==> src/rtl/sseg_pkg.sv <==
// Shared constants, phase encoding and parameter helpers for the seven-segment scan driver.
// Segment vectors are {g,f,e,d,c,b,a}, active low.
package sseg_pkg;

  localparam logic [6:0] SEG_BLANK = 7'h7F;
  localparam logic [7:0] AN_OFF    = 8'hFF;

  localparam logic [6:0] GLYPH_0 = 7'h40;
  localparam logic [6:0] GLYPH_1 = 7'h79;
  localparam logic [6:0] GLYPH_2 = 7'h24;
  localparam logic [6:0] GLYPH_3 = 7'h30;
  localparam logic [6:0] GLYPH_4 = 7'h19;
  localparam logic [6:0] GLYPH_5 = 7'h12;
  localparam logic [6:0] GLYPH_6 = 7'h02;
  localparam logic [6:0] GLYPH_7 = 7'h78;
  localparam logic [6:0] GLYPH_8 = 7'h00;
  localparam logic [6:0] GLYPH_9 = 7'h10;
  localparam logic [6:0] GLYPH_A = 7'h08;
  localparam logic [6:0] GLYPH_B = 7'h03;
  localparam logic [6:0] GLYPH_C = 7'h46;
  localparam logic [6:0] GLYPH_D = 7'h21;
  localparam logic [6:0] GLYPH_E = 7'h06;
  localparam logic [6:0] GLYPH_F = 7'h0E;

  // Classification of the current clock within a digit slot
  typedef enum logic [1:0] {
    PH_DEAD = 2'd0,
    PH_ON   = 2'd1,
    PH_OFF  = 2'd2
  } phase_e;

  function automatic int tick_div(input int clk_hz, input int slot_hz);
    return clk_hz / slot_hz;
  endfunction

endpackage

==> src/rtl/sseg_hex_decode.sv <==
// Combinational hex nibble to active-low seven-segment glyph decoder.
// Lowercase b and d glyphs so they are distinguishable from 8 and 0.
module sseg_hex_decode
  import sseg_pkg::*;
(
  input  logic [3:0] nib,
  output logic [6:0] seg
);

  // Glyph lookup
  always_comb begin
    seg = SEG_BLANK;
    case (nib)
      4'h0:    seg = GLYPH_0;
      4'h1:    seg = GLYPH_1;
      4'h2:    seg = GLYPH_2;
      4'h3:    seg = GLYPH_3;
      4'h4:    seg = GLYPH_4;
      4'h5:    seg = GLYPH_5;
      4'h6:    seg = GLYPH_6;
      4'h7:    seg = GLYPH_7;
      4'h8:    seg = GLYPH_8;
      4'h9:    seg = GLYPH_9;
      4'hA:    seg = GLYPH_A;
      4'hB:    seg = GLYPH_B;
      4'hC:    seg = GLYPH_C;
      4'hD:    seg = GLYPH_D;
      4'hE:    seg = GLYPH_E;
      4'hF:    seg = GLYPH_F;
      default: seg = SEG_BLANK;
    endcase
  end

endmodule

==> src/rtl/sseg_mux.sv <==
// Time-multiplexed common-anode seven-segment driver: one digit per slot, frame-synchronous
// value shadowing, leading-zero blanking and PWM brightness. All outputs are registered.
module sseg_mux
  import sseg_pkg::*;
#(
  parameter int DIGITS   = 4,
  parameter int CLK_HZ   = 100_000_000,
  parameter int SLOT_HZ  = 1_000,
  parameter int BRIGHT_W = 4
)
(
  input  logic                  clk,
  input  logic                  rst_n,
  input  logic [4*DIGITS-1:0]   value,
  input  logic [DIGITS-1:0]     dp_in,
  input  logic                  load,
  input  logic                  blank_lz,
  input  logic [BRIGHT_W-1:0]   bright,
  input  logic                  en,
  output logic [6:0]            seg,
  output logic                  dp,
  output logic [DIGITS-1:0]     an,
  output logic                  frame
);

  localparam int TICK_DIV = tick_div(CLK_HZ, SLOT_HZ);
  localparam int SLOT_W   = (TICK_DIV > 2) ? $clog2(TICK_DIV) : 1;
  localparam int IDX_W    = $clog2(DIGITS);
  localparam int SHADOW_W = 5 * DIGITS;

  localparam logic [SLOT_W-1:0] SLOT_LAST = SLOT_W'(TICK_DIV - 1);
  localparam logic [IDX_W-1:0]  IDX_LAST  = IDX_W'(DIGITS - 1);
  localparam logic [DIGITS-1:0] AN_IDLE   = AN_OFF[DIGITS-1:0];

  logic [SLOT_W-1:0]   slot_cnt_r;
  logic [BRIGHT_W-1:0] pwm_cnt_r;
  logic [IDX_W-1:0]    idx_r;
  logic [IDX_W-1:0]    idx_nxt_s;
  logic [SHADOW_W-1:0] pending_r;
  logic [SHADOW_W-1:0] active_r;
  logic [SHADOW_W-1:0] shadow_in_s;
  logic [4*DIGITS-1:0] active_val_s;
  logic [DIGITS-1:0]   active_dp_s;
  logic                tick_s;
  logic                wrap_s;
  logic [3:0]          nib_s;
  logic [6:0]          glyph_s;
  logic                upper_zero_s;
  logic                blank_s;
  phase_e              phase_s;
  logic [DIGITS-1:0]   an_nxt_s;
  logic [6:0]          seg_r;
  logic                dp_r;
  logic [DIGITS-1:0]   an_r;
  logic                frame_r;

  assign tick_s       = (slot_cnt_r == SLOT_LAST);
  assign wrap_s       = tick_s && (idx_r == IDX_LAST);
  assign shadow_in_s  = {value, dp_in};
  assign active_val_s = active_r[SHADOW_W-1:DIGITS];
  assign active_dp_s  = active_r[DIGITS-1:0];

  // Slot timer and free-running PWM phase
  always_ff @(posedge clk) begin
    if (!rst_n) begin
      slot_cnt_r <= '0;
      pwm_cnt_r  <= '0;
    end else begin
      slot_cnt_r <= tick_s ? '0 : slot_cnt_r + SLOT_W'(1);
      pwm_cnt_r  <= pwm_cnt_r + BRIGHT_W'(1);
    end
  end

  // Digit index next state
  always_comb begin
    idx_nxt_s = idx_r;
    if (tick_s) begin
      if (wrap_s) begin
        idx_nxt_s = '0;
      end else begin
        idx_nxt_s = idx_r + IDX_W'(1);
      end
    end else begin
      idx_nxt_s = idx_r;
    end
  end

  // Digit index register
  always_ff @(posedge clk) begin
    if (!rst_n) begin
      idx_r <= '0;
    end else begin
      idx_r <= idx_nxt_s;
    end
  end

  // A load coinciding with the wrap bypasses pending so that frame is not lost
  always_ff @(posedge clk) begin
    if (!rst_n) begin
      pending_r <= '0;
      active_r  <= '0;
    end else begin
      if (load) begin
        pending_r <= shadow_in_s;
      end
      if (wrap_s) begin
        active_r <= load ? shadow_in_s : pending_r;
      end
    end
  end

  assign nib_s = active_val_s[{idx_r, 2'b00} +: 4];

  sseg_hex_decode u_dec (
    .nib (nib_s),
    .seg (glyph_s)
  );

  // Leading-zero detect: the scanned digit and every digit to its left are zero
  always_comb begin
    upper_zero_s = 1'b1;
    for (int i = 0; i < DIGITS; i++) begin
      if (i >= int'(idx_r)) begin
        upper_zero_s = upper_zero_s && (active_val_s[4*i +: 4] == 4'h0);
      end else begin
        upper_zero_s = upper_zero_s;
      end
    end
    blank_s = blank_lz && (idx_r != '0) && upper_zero_s;
  end

  // Slot phase; the first clock of every slot is dead to avoid ghosting
  always_comb begin
    phase_s = PH_OFF;
    if (slot_cnt_r == '0) begin
      phase_s = PH_DEAD;
    end else if (en && (pwm_cnt_r < bright)) begin
      phase_s = PH_ON;
    end else begin
      phase_s = PH_OFF;
    end
  end

  // Anode pattern for the next output register
  always_comb begin
    an_nxt_s = AN_IDLE;
    case (phase_s)
      PH_ON:   an_nxt_s[idx_r] = 1'b0;
      PH_DEAD: an_nxt_s = AN_IDLE;
      PH_OFF:  an_nxt_s = AN_IDLE;
      default: an_nxt_s = AN_IDLE;
    endcase
  end

  // Output registers
  always_ff @(posedge clk) begin
    if (!rst_n) begin
      seg_r   <= SEG_BLANK;
      dp_r    <= 1'b1;
      an_r    <= AN_IDLE;
      frame_r <= 1'b0;
    end else begin
      seg_r   <= blank_s ? SEG_BLANK : glyph_s;
      dp_r    <= ~active_dp_s[idx_r];
      an_r    <= an_nxt_s;
      frame_r <= wrap_s;
    end
  end

  assign seg   = seg_r;
  assign dp    = dp_r;
  assign an    = an_r;
  assign frame = frame_r;

endmodule
==> config.mk <==
export PLATFORM = sky130hd
export DESIGN_NAME = sseg_mux
export DESIGN_NICKNAME = d
export VERILOG_FILES = /design/src/rtl/sseg_pkg.sv /design/src/rtl/sseg_hex_decode.sv /design/src/rtl/sseg_mux.sv
export SDC_FILE = /design/constraint.sdc
export NUM_CORES = 1
export LEC_CHECK = 0
export CAP_MARGIN = 20
export CELL_PAD_IN_SITES_DETAIL_PLACEMENT = 1
export CELL_PAD_IN_SITES_GLOBAL_PLACEMENT = 1
export CORE_ASPECT_RATIO = 0.7
export CORE_MARGIN = 2
export CORE_UTILIZATION = 43
export DETAILED_ROUTE_END_ITERATION = 8
export GPL_ROUTABILITY_DRIVEN = 1
export GPL_TIMING_DRIVEN = 0
export PLACE_DENSITY_LB_ADDON = 0.1
export SLEW_MARGIN = 40
export SYNTH_ARGS = -nofsm -noshare
export SYNTH_HDL_FRONTEND = slang
export SYNTH_HIERARCHICAL = 1
export SYNTH_SLANG_ARGS = --single-unit
==> constraint.sdc <==
create_clock -name clk -period 3.5 [get_ports clk]
set_input_delay 0.525 -clock clk [delete_from_list [all_inputs] [get_ports clk]]
set_output_delay 0.525 -clock clk [all_outputs]
set_load 0.02 [all_outputs]
**After elaboration in Yosys (flattened, before gate mapping)**

Memories as Yosys holds them, arrays and structs flattened. A register that Yosys moved wholly into a read port is not among the register bits.
Index checks and enable logic that the tools add are counted.
Widths: inputs -> output; s select.

- Add/subtract/negate cells: 3
- Order comparisons: 6
- Equal/unequal tests: 3
- Shift operators: 1
- Muxes and demuxes: 11
- Bitwise gates (word level): 3
- Reduce and logical (&&, ||, !) cells: 17

Operators with widths:

| cell | number |
|---|---|
| $mux 20 | 1 |
| $add 17x1->17 const B | 1 |
| $eq 17x17->1 const B | 1 |
| $logic_not 17->1 | 1 |
| $logic_not 4->1 | 4 |
| $shiftx 16x5->4 | 1 |
| $logic_and 1x1->1 | 8 |
| $mux 2 | 3 |
| $mux 1 | 5 |
| $add 4x1->4 const B | 1 |
| $ge 1x2->1 const A | 2 |
| $lt 4x4->1 | 1 |
| $not 4->4 | 1 |
| $reduce_or 2->1 | 2 |
| $lt 2x3->1 const B | 1 |
| $add 2x1->2 const B | 1 |
| $bmux 1 s2 | 1 |
| $demux 1 s2 | 1 |
| $eq 2x1->1 const B | 1 |
| $eq 2x2->1 const B | 1 |
| $ge 2x1->1 const B | 1 |
| $ge 2x2->1 const A | 1 |
| $not 1->1 | 2 |
| $reduce_and 2->1 | 1 |
| $reduce_bool 2->1 | 1 |

- Register bits: 69
- Memory bits (read-only): 112
- Input port bits: 29
- Output and inout bits: 13
- Logic and storage cells: 53
- Memories: 1

Memory list:

| memory | words | width | rd ports | clocked after Yosys merged registers in | wr ports | line | text |
|---|---|---|---|---|---|---|---|
| (no name shown) | 16 | 7 | 1 | 1 | 0 | sseg_hex_decode.sv:13 | `case (nib)` |

**Longest topological paths before layout**

Gate-level depths: netlist (run 1).

- Depth after elaboration: 9
- Gate-level depth with buffers: 8
- Mapped depth without buffers: 7

**By module**

The synthesis (run 1) kept the hierarchy.

By module, submodules not included:

| module | times used | cells each | area each (sq um) | sequential area each (sq um) |
|---|---|---|---|---|
| sseg_mux | 1 | 320 | 3,300.7 | 1,521.5 |
| sseg_hex_decode | 1 | 32 | 275.3 | 0.0 |

**Worst setup path after synthesis (run 1)**

Ideal clock, no wire load.

- Kind: reg2reg
- Start point: register idx_r[0]
- End point: register seg_r[3] (netlist: seg[3])
- Setup time: 123 ps
- Data arrival time: 2,391 ps
- Required time: 3,377 ps
- Setup slack: 985 ps
- Cell stages (with the launch flop): 8
- Path buffers: 1
- Period minus slack after synthesis: 2,515 ps
- Cell sequence: dfxtp_1 > clkbuf_1 > mux4_2 > inv_1 > ha_1 > inv_1 > mux4_1 > or2_2

- Elaborated cells on any way between the ends: 14
- Classes of those cells: order compare: 3; shift: 1; mux: 3; reduce/logical: 7

RTL lines:

| item | line | text |
|---|---|---|
| start, declared | sseg_mux.sv:37 | `logic [IDX_W-1:0] idx_r;` |
| start signal, assigned | sseg_mux.sv:93 | `idx_r <= idx_nxt_s;` |
| $shiftx 16x5->4 | sseg_mux.sv:112 | `assign nib_s = active_val_s[{idx_r, 2'b00} +: 4];` |
| named net nib_s[0] | sseg_mux.sv:46 | `logic [3:0] nib_s;` |
| end, declared | sseg_mux.sv:52 | `logic [6:0] seg_r;` |

The timed path passes the listed nets, and every way through them passes these cells.
A chain may end at the register's enable or synchronous reset.

**Worst setup path after layout (run 1)**

Ends and elaborated chain as after synthesis.

==> flow_metrics.py, run 1 <==
metrics = {
    "power_and_ir_drop": {
        "combPwrFrac_pct": 6.6,
        "p_leak_nw": 1.77,
        "power_frac_clock_pct": 46.7,
        "finalPower_mw": 1.93,
        "p_int_mw": 1.52,
        "powerDensity_mw_per_mm2": 440,
        "swShare_pct": 20.9,
        "p_switching_mw": 0.404,
        "power_frac_seq_pct": 46.7,
        "vdd_drop_max_mv": 0.257,
    },
    "die": {
        "die-area_sq_mm": 0.00907,
        "die_y_um": 80.3,
        "rows": 27,
        "start_util_pct": 44.9,
        "core_area_sq_mm": 0.00797,
        "chipWidth_um": 113,
        "ios": 42,
    },
    "worst_hold_path": {
        "hold_class": "reg -> reg",
        "holdPathStages": 1,
    },
    "worst_setup_path": {
        "path_depth": 7,
        "cp_max_fo": 8,
        "cp-end-kind": "flip-flop",
        "cpMaxStageDelayCell": "mux4_2",
        "path_buf_inv": 3,
        "endpoint": "seg[3]$_SDFF_PP1_",
        "crit_start": "idx_r[0]$_SDFFE_PN0P_",
        "cp_data_required_time_ns": 3.72,
        "crit_chain": "clkbuf_1 -> mux4_2 -> inv_1 -> ha_1 -> inv_1 -> mux4_1 -> or2_2",
        "worst_r2r_endpoint": "seg[3]$_SDFF_PP1_",
        "crit_arrival_ns": 3.01,
        "reg2reg_slack_ns": 0.71,
        "cpMostUsedCell": "inv_1",
        "start_kind": "flip-flop",
        "reg2reg_depth": 7,
        "path_class": "reg -> reg",
        "critPathTopFamily": "multiplexers",
        "r2r-start": "idx_r[0]$_SDFFE_PN0P_",
        "worst_path_largest_cell_delay_ns": 0.67,
    },
    "sta": {
        "relSlewSlack_pct": 56.5,
        "period_share_pct": 79.8,
        "layout_min_cycle_time_ns": 2.79,
        "fmax_mhz": 358,
        "final-setup-viol-count": 0,
        "timing_worst_slew_pin_value_ns": 0.646,
        "hold_violations": 0,
        "final_max_slew_viol_count": 0,
        "rsz0062_at_grt": "false",
        "finalSetupTns_ns": 0,
        "skew_ns": 0.00380,
    },
    "yosys": {
        "yosys_warnings": 6,
        "synth-seq-cells": 76,
        "yosys_most_used_dff": "dfxtp_1",
        "synth.area.top_cells": "dfxtp_1, mux2i_1, mux2_2",
        "synth_top_area_share_pct": 42.5,
        "ys_types": 40,
        "synthCells": 352,
        "syn_avg_cell_area_sq_um": 10.2,
        "asyncSetResetFlopFracSynth_pct": 0,
        "syn_nets": 399,
        "yosysMostFrequentCell": "dfxtp_1",
        "syn_area_sq_mm": 0.00358,
        "synth_top_area_cell": "dfxtp_1",
        "yosysSeqAreaShare_pct": 42.5,
        "synth_edf_count": 0,
        "synthTopCellsByCount": "dfxtp_1, mux2i_1, and2_1",
    },
    "final_layout": {
        "multiInputGateArea_sq_mm": 0.00189,
        "final_nets": 449,
        "seq_area_sq_mm": 0.00152,
        "diodes": 0,
        "fillCellCount": 889,
        "final_cell_count_no_fill": 507,
        "syn_to_final_growth_pct": 22.4,
        "design_area_sq_mm": 0.00438,
        "drive_above_1_share_pct": 15.3,
    },
    "clock_network": {
        "clkLatencyLatePin_ns": 0.33,
        "cts-buffers-inserted": 9,
        "postCtsSetupBuffers": 0,
        "htree_num_levels": 3,
        "cts_tree": "yes",
        "cts_sinks": 76,
        "root_buffer": "clkbuf_16",
        "clk_path_buf_depth": 2,
        "clk_pin_slew_ns": 0.05,
        "cts_hold_buf": 0,
        "post_cts_resized": 0,
    },
    "place": {
        "hpwl_mm": 6.15,
        "dp_cells": 492,
        "gp_congestion": 0.828,
        "place_area_sq_mm": 0.00409,
        "portBuffers": 39,
    },
    "detailed_routing": {
        "dr.first_iter.drc_count": 125,
        "firstDrtPassIters": 6,
        "drtAntennaViolNets": 0,
        "wl_per_cell_um": 16.0,
        "vias_per_cell": 5.10,
        "routed_wl_mm": 8.11,
        "vias": 2584,
        "drc": 2,
    },
    "run": {
        "maxCapViolations": 0,
    },
    "global_route": {
        "grt_util_met3_pct": 5.96,
        "grt.busiest_layer": "met2",
        "use_met1_pct": 26.5,
        "antenna_found_initial": 0,
        "grt_max_degree": 12,
        "grt_usage_pct": 19.4,
        "grt_pass1_wl_mm": 13.4,
        "first_global_vias": 2591,
        "gr-usage-met2_pct": 29.8,
        "grt_overflow": 0,
    },
    "outcome": {
        "outcome": "finished with violations",
        "violations": "DRC",
    },
}
placed cells by master, fill, tap and decap left out, types with 7 or more instances in the layout:
cell | synthesis | final
clkbuf_16 | 0 | 9
nor2b_1 | 23 | 23
clkdlybuf4s50_1 | 0 | 39
clkbuf_1 | 9 | 12
ha_1 | 18 | 18
inv_1 | 17 | 17
nand3_1 | 16 | 16
or2_2 | 7 | 7
mux2i_1 | 26 | 26
nor3_1 | 7 | 7
mux2_2 | 21 | 21
nor4_1 | 9 | 9
xnor2_1 | 10 | 10
nor2_1 | 23 | 23
and2_1 | 24 | 24
dfxtp_1 | 76 | 76
nand2_1 | 10 | 10
cell families (layout without fill, tap and decap cells):
group	Yosys count	count (layout)	share of synthesized area [%]
XOR/XNOR	15	15	3.67
multiplexers	53	53	17.8
AND/OR/NAND/NOR	139	139	22.0
AO/OA/AOI/OAI	16	16	3.11
adder cells (fa/ha/maj)	18	18	6.30
flip-flops	76	76	42.5
buffers and inverters	35	89	4.58
metrics by stage:
step                      hold slack (ns)  util [%]  setup slack [ns]
after floorplan                     0.434         -             0.985
after global routing                0.495      54.9             0.489
final                               0.479      54.9             0.708
after detailed placement            0.465      51.3             0.697
after CTS                           0.481      54.9             0.669
after global placement              0.452      51.3             0.772
metal layers:
layer / routed length, um / up-vias / share of wire, %
met5: 0 / - / 0
met2: 3530 / 45 / 44
met1: 4120 / 1227 / 51
li1: - / 1302 / -
met4: 100 / 0 / 1.2
met3: 352 / 10 / 4.3
registers in the layout, indices dropped and copies added (netlist names), 2 cells and up:
register,cells
pwm_cnt_r,4
active_r,20
slot_cnt_r,17
an,4
idx_r,2
seg,7
pending_r,20
how the worst min path moves through the flow:
stage,slack [ns],to,start
after detailed placement,0.47,pwm_cnt_r[0]$_SDFF_PN0_,pwm_cnt_r[0]$_SDFF_PN0_
after CTS,0.48,pwm_cnt_r[0]$_SDFF_PN0_,pwm_cnt_r[0]$_SDFF_PN0_
after floorplan,0.43,pwm_cnt_r[0]$_SDFF_PN0_,pwm_cnt_r[0]$_SDFF_PN0_
final,0.48,pwm_cnt_r[0]$_SDFF_PN0_,pwm_cnt_r[0]$_SDFF_PN0_
after global placement,0.45,pwm_cnt_r[0]$_SDFF_PN0_,pwm_cnt_r[0]$_SDFF_PN0_
after global routing,0.50,pending_r[14]$_SDFF_PN0_,rst_n
final cells by class:
class,instances,area share [%]
multi-input cells,241,43.2
flip-flops and latches,76,34.8
repair buffers,39,8.92
clock buffers,13,5.72
well taps,101,2.89
plain buffers,18,2.29
inverters,17,1.46
clock inverters,2,0.800
power by group through the flow:
stage / Sequential, mW / Clock (mW) / Combinational (mW)
3_5_place_dp: 0.919 / 0 / 0.130
4_1_cts: 0.900 / 0.930 / 0.130
6_report: 0.900 / 0.900 / 0.128
5_1_grt: 0.901 / 0.967 / 0.142
2_1_floorplan: 0.921 / 0 / 0.0651
3_3_place_gp: 0.917 / 0 / 0.126
Power figures use the tool's default switching activity.
==> inputs of run 2 (changes only) <==
Settings changed: CORE_UTILIZATION 43 to 39.
Clock period 3.5 ns to 2.5 ns, I/O delays scaled along.
==> flow_metrics.py, run 2 (synthesis gave the netlist of run 1 again) <==
metrics = {
    "detailed_routing": {
        "wl_per_cell_um": 15.1,
        "dr.first_iter.drc_count": 97,
        "vias_per_cell": 4.90,
        "drc": 0,
        "firstDrtPassIters": 4,
        "routed_wl_mm": 8.01,
        "drtAntennaViolNets": 0,
        "vias": 2599,
    },
    "die": {
        "die-area_sq_mm": 0.00996,
        "ios": 42,
        "chipWidth_um": 118,
        "die_y_um": 84.1,
        "start_util_pct": 39.7,
        "core_area_sq_mm": 0.00900,
        "rows": 29,
    },
    "sta": {
        "fmax_mhz": 419,
        "rsz0062_at_grt": "false",
        "final-setup-viol-count": 0,
        "timing_worst_slew_pin_value_ns": 0.616,
        "finalSetupTns_ns": 0,
        "relSlewSlack_pct": 58.5,
        "layout_min_cycle_time_ns": 2.39,
        "final_max_slew_viol_count": 0,
        "holdWs_ns": 0.355,
        "period_share_pct": 95.5,
        "hold_violations": 0,
        "skew_ns": 0.00441,
    },
    "clock_network": {
        "cts_hold_buf": 0,
        "cts_sinks": 76,
        "root_buffer": "clkbuf_16",
        "clk_path_buf_depth": 2,
        "htree_num_levels": 3,
        "cts_tree": "yes",
        "clk_pin_slew_ns": 0.06,
        "cts-buffers-inserted": 9,
        "clkLatencyLatePin_ns": 0.33,
    },
    "global_route": {
        "first_global_vias": 2683,
        "grt_pass1_wl_mm": 13.6,
        "grt_usage_pct": 17.4,
        "antenna_found_initial": 0,
        "grt_max_degree": 12,
        "grt_overflow": 0,
    },
    "final_layout": {
        "final_cell_mix": "dfxtp_1, clkdlybuf4s50_1, mux2i_1, and2_1",
        "final_util_pct": 49.2,
        "final_cell_count_no_fill": 530,
        "final_nets": 450,
        "layout_commonest_cell": "dfxtp_1",
        "diodes": 0,
        "syn_to_final_growth_pct": 23.9,
        "fillCellCount": 1037,
        "drive_above_1_share_pct": 16.5,
        "largestRegisters": "active_r x20, pending_r x20, slot_cnt_r x17",
    },
    "worst_setup_path": {
        "cp_data_required_time_ns": 2.71,
        "cpMostUsedCell": "inv_1",
        "worst_path_largest_cell_delay_ns": 0.57,
        "cp_max_fo": 8,
        "path_class": "reg -> reg",
        "cp-end-kind": "flip-flop",
        "crit_arrival_ns": 2.60,
        "cpMaxStageDelayCell": "mux4_2",
        "start_kind": "flip-flop",
        "crit_chain": "buf_6 -> mux4_2 -> inv_1 -> ha_1 -> inv_1 -> mux4_1 -> or2_2",
    },
    "run": {
        "maxCapViolations": 0,
    },
    "place": {
        "gp_congestion": 0.797,
        "dp_cells": 515,
        "hpwl_mm": 6.08,
        "portBuffers": 39,
    },
    "power_and_ir_drop": {
        "powerDensity_mw_per_mm2": 614,
        "p_leak_nw": 1.79,
        "vdd_drop_max_mv": 0.326,
        "finalPower_mw": 2.72,
    },
    "worst_hold_path": {
        "hold_class": "in -> reg",
    },
    "outcome": {
        "outcome": "complete, no violations",
    },
}
[run 2: changes by cell type in the layout (fill, tap and decap cells not counted), sizes merged]
cell / before / now
buf: 8 / 10
clkbuf: 23 / 21
[run 2: what timing repair did]
item / 4_1_cts / 5_1_grt
endpoints found under the setup margin: 3 / 3
gates resized for setup: 2 / 4
buffers inserted: 1 / 0
cloned: 0 / 0
[run 2: stage by stage]
step	area (sq um)	setup slack [ns]
CTS	4420	0.0284
floorplan	3580	0.143
finish	4430	0.113
global placement	4120	-0.0518
global route	4430	0.0195
detailed placement	4120	-0.0633
[run 2: where the power goes]
group / total, mW / switching, mW / internal [mW]
combinational: 0.179 / 0.0836 / 0.0953
clock: 1.28 / 0.467 / 0.814
sequential: 1.26 / 0.0140 / 1.25
[run 2: layout make-up]
type                       instances  area (sq um)  share of cell area (%)
timing repair buffer              40           398                    8.98
tap                              124           155                    3.50
buffer                            18           109                    2.46
multi-input combinational        241          1890                    42.7
inverter                          17          63.8                    1.44
sequential                        76          1520                    34.4
clock buffer                      12           256                    5.79
clock inverter                     2          35.0                   0.791
[run 2: routing by layer]
metal	up-vias	wire [um]	share of wire [%]	GRT usage [%]
met3	9	284	3.5	4.64
li1	1311	-	-	-
met4	0	95	1.2	6.39
met2	44	3410	43	26.2
met1	1235	4220	53	24.1
met5	-	0	0	0
[run 2: worst paths after layout]
path	startpoint	end	slack [ns]	cells after the start
setup / recovery	idx_r[0]$_SDFFE_PN0P_	seg[3]$_SDFF_PP1_	0.11	7
hold / removal	rst_n	pending_r[11]$_SDFF_PN0_	0.36	2
setup reg to reg	idx_r[0]$_SDFFE_PN0P_	seg[3]$_SDFF_PP1_	0.11	7
hold reg to reg	pwm_cnt_r[0]$_SDFF_PN0_	pwm_cnt_r[0]$_SDFF_PN0_	0.47	1
[run 2: critical path: cells and delay by family, from the launching register on]
| kind | cells | cell delay (ns) |
|---|---|---|
| fa+ha+maj | 1 | 0.15 |
| buf+inv | 3 | 0.38 |
| flops | 1 | 0.40 |
| mux | 2 | 1.04 |
| simple gates | 1 | 0.30 |
